--- config.mk ---
export PLATFORM = sky130hd
export DESIGN_NAME = letc_core_stage_w_multi
export DESIGN_NICKNAME = d
export VERILOG_FILES = /design/src/rtl/letc_core_stage_w_multi.sv
export SDC_FILE = /design/constraint.sdc
export NUM_CORES = 1
export LEC_CHECK = 0
export CORE_MARGIN = 5
export CORE_UTILIZATION = 39
export DETAILED_ROUTE_END_ITERATION = 10
export GPL_TIMING_DRIVEN = 0
export PLACE_DENSITY = 0.7
export RECOVER_POWER = 25
export SYNTH_ARGS = -nofsm -noshare
export SYNTH_HDL_FRONTEND = slang
export SYNTH_SLANG_ARGS = --single-unit
--- constraint.sdc ---
create_clock -name i_clk -period 4.63 [get_ports i_clk]
set_input_delay 0.463 -clock i_clk [delete_from_list [all_inputs] [get_ports i_clk]]
set_output_delay 0.463 -clock i_clk [all_outputs]
set_load 0.01 [all_outputs]
--- src/rtl/letc_core_stage_w_multi.sv ---
// letc_core_stage_w_multi
// Multi-lane writeback stage. Each lane registers one completed
// instruction from E2, formats load data (byte/half/word, sign or zero
// extension) and drives one register-file write port. When several lanes
// write the same rd in one cycle, only the highest (youngest) lane writes.
// Writes to x0 are suppressed.
//
// Optional feature macro: LETC_CORE_STAGE_W_RETIRE_CNT_EN
//   defined   : CNT_W-bit wrapping retire counter on o_retire_cnt
//   undefined : no counter flops, no o_retire_cnt port
//
// Ports
//   i_clk, i_rst_n        clock, asynchronous active-low reset
//   o_stage_ready         ~i_stage_stall
//   i_stage_flush         invalidate all registered lanes
//   i_stage_stall         hold lanes, block writes and capture
//   i_e2_*                per-lane E2 instruction fields
//   o_rd_idx/wdata/wen    per-lane register-file write ports
//   o_retire_cnt          retired-instruction count (macro build only)

module letc_core_stage_w_multi #(
   parameter int LANES = 2,
   parameter int CNT_W = 64
) (
   input  logic                    i_clk,
   input  logic                    i_rst_n,
   output logic                    o_stage_ready,
   input  logic                    i_stage_flush,
   input  logic                    i_stage_stall,
   input  logic [LANES-1:0]        i_e2_valid,
   input  logic [LANES-1:0][4:0]   i_e2_rd_idx,
   input  logic [LANES-1:0]        i_e2_rd_wen,
   input  logic [LANES-1:0][31:0]  i_e2_wdata,
   input  logic [LANES-1:0]        i_e2_is_load,
   input  logic [LANES-1:0][1:0]   i_e2_mem_size,
   input  logic [LANES-1:0]        i_e2_mem_unsigned,
   input  logic [LANES-1:0][1:0]   i_e2_byte_off,
   output logic [LANES-1:0][4:0]   o_rd_idx,
   output logic [LANES-1:0][31:0]  o_rd_wdata,
   output logic [LANES-1:0]        o_rd_wen
`ifdef LETC_CORE_STAGE_W_RETIRE_CNT_EN
   ,
   output logic [CNT_W-1:0]        o_retire_cnt
`endif
);

   logic [LANES-1:0]        valid_q,        valid_d;
   logic [LANES-1:0][4:0]   rd_idx_q,       rd_idx_d;
   logic [LANES-1:0]        rd_wen_q,       rd_wen_d;
   logic [LANES-1:0][31:0]  wdata_q,        wdata_d;
   logic [LANES-1:0]        is_load_q,      is_load_d;
   logic [LANES-1:0][1:0]   mem_size_q,     mem_size_d;
   logic [LANES-1:0]        mem_unsigned_q, mem_unsigned_d;
   logic [LANES-1:0][1:0]   byte_off_q,     byte_off_d;

   logic [LANES-1:0]        wen_raw;

   function automatic logic [31:0] fmt_load(input logic [31:0] w,
                                            input logic [1:0]  size,
                                            input logic        uns,
                                            input logic [1:0]  off);
      logic [7:0]  b;
      logic [15:0] h;
      logic [31:0] r;
      case (off)
         2'd0:    b = w[7:0];
         2'd1:    b = w[15:8];
         2'd2:    b = w[23:16];
         default: b = w[31:24];
      endcase
      // off[0] is ignored for halves: E2 only issues aligned half loads
      h = off[1] ? w[31:16] : w[15:0];
      case (size)
         2'd0:    r = {{24{b[7] & ~uns}}, b};
         2'd1:    r = {{16{h[15] & ~uns}}, h};
         default: r = w;
      endcase
      return r;
   endfunction

   assign o_stage_ready = ~i_stage_stall;

   // Data fields hold on flush; only valid matters for discarded lanes.
   always_comb begin
      valid_d        = valid_q;
      rd_idx_d       = rd_idx_q;
      rd_wen_d       = rd_wen_q;
      wdata_d        = wdata_q;
      is_load_d      = is_load_q;
      mem_size_d     = mem_size_q;
      mem_unsigned_d = mem_unsigned_q;
      byte_off_d     = byte_off_q;
      if (i_stage_flush) begin
         valid_d = '0;
      end else if (!i_stage_stall) begin
         valid_d        = i_e2_valid;
         rd_idx_d       = i_e2_rd_idx;
         rd_wen_d       = i_e2_rd_wen;
         wdata_d        = i_e2_wdata;
         is_load_d      = i_e2_is_load;
         mem_size_d     = i_e2_mem_size;
         mem_unsigned_d = i_e2_mem_unsigned;
         byte_off_d     = i_e2_byte_off;
      end
   end

   always_ff @(posedge i_clk or negedge i_rst_n) begin
      if (!i_rst_n) begin
         valid_q        <= '0;
         rd_idx_q       <= '0;
         rd_wen_q       <= '0;
         wdata_q        <= '0;
         is_load_q      <= '0;
         mem_size_q     <= '0;
         mem_unsigned_q <= '0;
         byte_off_q     <= '0;
      end else begin
         valid_q        <= valid_d;
         rd_idx_q       <= rd_idx_d;
         rd_wen_q       <= rd_wen_d;
         wdata_q        <= wdata_d;
         is_load_q      <= is_load_d;
         mem_size_q     <= mem_size_d;
         mem_unsigned_q <= mem_unsigned_d;
         byte_off_q     <= byte_off_d;
      end
   end

   always_comb begin
      o_rd_idx   = rd_idx_q;
      o_rd_wdata = '0;
      for (int k = 0; k < LANES; k++) begin
         o_rd_wdata[k] = is_load_q[k]
                         ? fmt_load(wdata_q[k], mem_size_q[k], mem_unsigned_q[k], byte_off_q[k])
                         : wdata_q[k];
      end
   end

   // A lane loses its write if any younger (higher) lane writes the same rd.
   always_comb begin
      wen_raw  = '0;
      o_rd_wen = '0;
      for (int k = 0; k < LANES; k++) begin
         wen_raw[k] = valid_q[k] & rd_wen_q[k] & (rd_idx_q[k] != 5'd0) & ~i_stage_stall;
      end
      for (int k = 0; k < LANES; k++) begin
         o_rd_wen[k] = wen_raw[k];
         for (int m = k + 1; m < LANES; m++) begin
            if (wen_raw[m] && (rd_idx_q[m] == rd_idx_q[k])) begin
               o_rd_wen[k] = 1'b0;
            end
         end
      end
   end

`ifdef LETC_CORE_STAGE_W_RETIRE_CNT_EN
   logic [CNT_W-1:0] retire_cnt_q, retire_cnt_d;
   logic [2:0]       retire_pop;

   // Every valid lane retires, including rd_wen=0 and rd=x0 instructions.
   always_comb begin
      retire_pop = '0;
      for (int k = 0; k < LANES; k++) begin
         retire_pop = retire_pop + {2'b00, valid_q[k]};
      end
      retire_cnt_d = retire_cnt_q;
      if (!i_stage_stall) begin
         retire_cnt_d = retire_cnt_q + CNT_W'(retire_pop);
      end
   end

   always_ff @(posedge i_clk or negedge i_rst_n) begin
      if (!i_rst_n) begin
         retire_cnt_q <= '0;
      end else begin
         retire_cnt_q <= retire_cnt_d;
      end
   end

   assign o_retire_cnt = retire_cnt_q;
`endif

endmodule

==> results.yml <==
outcome:
  status: "finished, violations left"
  failed_checks: "max-capacitance violations, max-slew violations"
global_routing:
  antenna_found_initial: 0
  overflow: 0
  grt_first_pass_wirelength_microns: 23540
  grt_usage_pct: 20.40
  grt_pass1_vias: 4485
  grt_start_max_net_pins: 61
die:
  design.core.area_sq_um: 12470
  start_util_pct: 39.31
  dieArea_sq_um: 14900
  rows: 41
  pin_count: 171
  die_h_microns: 122.1
  die_w_microns: 122.1
finish:
  drive_gt1_share_pct: 23.10
  postLayoutCellArea_sq_um: 7112
  layoutNonFillerInstCount: 818
  finish.utilization_pct: 57.05
  fill_cells: 1118
  area_delta_synth_final_pct: 45.15
  nets: 734
power_and_ir_drop:
  p_leak_nw: 2.919
  power_density_nw_per_um2: 396.3
  peakVddDrop_mv: 0.2575
  power_w: 0.002818
placement:
  dp_cells: 801
  io_buffers: 169
  place_congestion: 0.8670
  place_area_sq_um: 6832
  dp_hpwl_microns: 11540
sta:
  finClkSkew_ns: 0
  fin_crit_ns: 3.090
  rsz0062_at_grt: "no"
  worst_slew_pin_slew_ns: 1.605
  period_share_pct: 66.74
  setup_viol: 0
  maxSlewHeadroom_pct: -6.989
  final_hold_viol_count: 0
  whs_ns: 0.5113
  drv_slew: 32
  max_freq_mhz: 323.6
route:
  drc: 0
  wl_microns: 14770
  vias: 4295
  drtIter0Drc: 262
  vias_per_cell: 5.251
  drtAntennaViolNets: 0
  first_pass_iters: 6
  post_drt_wl_per_cell_microns: 18.06
logic_synthesis:
  ys_ff_latch: 90
  ys_warn_count: 0
  ys_seq_area_share_pct: 45.97
  synth_ff_type: "dfrtp_1"
  synth.top_cell.area_share_pct: 45.97
  syn-num-nets: 553
  synth_edf_count: 0
  yosys.area.top_type: "dfrtp_1"
  synth.area.top_cells: "dfrtp_1 46%, mux2_2 22%, nand2_1 4.9%"
  netlist-cell-type-count: 47
  syn-instance-count: 459
  yosys.cell_count.top_type: "mux2_2"
  synth_common_cells: "94 x mux2_2, 90 x dfrtp_1, 64 x nand2_1, 28 x a21oi_1, 17 x nor2_1"
  synth_area_sq_um: 4900
  async_flop_share_pct: 100.0
  synth.avg_cell_area_sq_um: 10.67
worst_setup_path:
  critPathRequiredTime_ns: 4.17
  start_kind: "flop"
  crit_type: "reg2out"
  end_kind: "primary output"
  cp_data_arrival_time_ns: 2.63
  path_max_fanout: 10
clocking:
  root_buffer: "clkbuf_16"
  path_clk_slew_ns: 0.06
  cts_made_buffers: 9
  htree_levels: 3
  holdBufCountCts: 0
  post-cts-setup-buffers: 0
  clk_latency_ns: 0.34
  max-clock-path-buffers: 2
  cts_tree: "done"
  cts_sinks: 90
  cts_resized: 0
run:
  drv_cap: 2
min_path:
  hp-class: "reg2reg"
## cell usage in the layout, fill, tap and decap left out, types with 9 or more instances in the layout
cell / count
a21oi_1: 28
a21oi_2: 11
buf_2: 16
clkbuf_1: 14
clkbuf_16: 9
clkdlybuf4s50_1: 168
dfrtp_1: 90
mux2_2: 94
nand2_1: 64
nand3_1: 16
nor2_1: 17
nor2b_1: 15
## sequential cells by signal (all words and copies together), names as in the netlist
signal          flops
mem_unsigned_q      2
valid_q             2
is_load_q           2
wdata_q            64
o_rd_idx           10
byte_off_q          4
rd_wen_q            2
mem_size_q          4
## logic make-up after synthesis
group / after synthesis / share of synthesized area [%]
multiplexers: 104 / 24.00
flip-flops: 90 / 45.97
XOR/XNOR: 5 / 0.8939
AND/OR/NAND/NOR: 134 / 13.20
buffers and inverters: 39 / 3.933
AO/OA/AOI/OAI: 87 / 12.00
## metrics by stage
stage | TNS [ns] | setup slack [ns]
2_1_floorplan | 0 | 2.697
3_3_place_gp | -15.07 | -0.1740
3_5_place_dp | 0 | 1.939
4_1_cts | 0 | 1.551
5_1_grt | 0 | 1.214
6_report | 0 | 1.540
## routing by layer
| layer | up-vias | GRT usage (%) | wire length (microns) |
|---|---|---|---|
| li1 | 2009 | - | - |
| met1 | 2096 | 27.02 | 6213 |
| met2 | 163 | 33.18 | 7430 |
| met3 | 27 | 3.668 | 726 |
| met4 | 0 | 8.188 | 403 |
| met5 | - | 0 | 0 |
## path summary, 6_finish.rpt
check | from | end | slack (ns) | cells after the start
worst max-delay path | byte_off_q[3]$_DFFE_PN0P_ | o_rd_wdata[35] | 1.54 | 6
worst min-delay path | wdata_q[6]$_DFFE_PN0P_ | wdata_q[6]$_DFFE_PN0P_ | 0.51 | 1
worst max register to register | byte_off_q[3]$_DFFE_PN0P_ | byte_off_q[3]$_DFFE_PN0P_ | 3.06 | 4
worst min register to register | wdata_q[6]$_DFFE_PN0P_ | wdata_q[6]$_DFFE_PN0P_ | 0.51 | 1
max in group asynchronous | i_rst_n | wdata_q[17]$_DFFE_PN0P_ | 1.90 | 2
min in group asynchronous | i_rst_n | o_rd_idx[6]$_DFFE_PN0P_ | 0.52 | 1
## area by class of cell
cell class / count / area [sq um] / share of cell area [%]
Inverter: 4 / 15.01 / 0.2111
Clock inverter: 6 / 65.06 / 0.9148
Clock buffer: 10 / 239.0 / 3.360
Sequential cell: 90 / 2252 / 31.67
Buffer: 35 / 177.7 / 2.498
Antenna cell: 1 / 2.502 / 0.03519
Multi-Input combinational cell: 330 / 2455 / 34.52
Tap cell: 172 / 215.2 / 3.026
Timing Repair Buffer: 170 / 1690 / 23.77
## worst max-delay path: stages, from the launching register on
cell and delay, ns:
dfrtp_1 0.35, buf_4 0.16, clkbuf_1 0.35, clkbuf_1 0.41, a21oi_1 0.18, o221ai_1 0.25, clkdlybuf4s50_1 0.58
## power by group
group	switching, W	internal [W]
combinational	0.000472	0.000599
clock	0.000306	0.000434
sequential	0.000107	0.000901
total	0.000884	0.00193
Note: power is estimated with default switching activity, not from simulation.
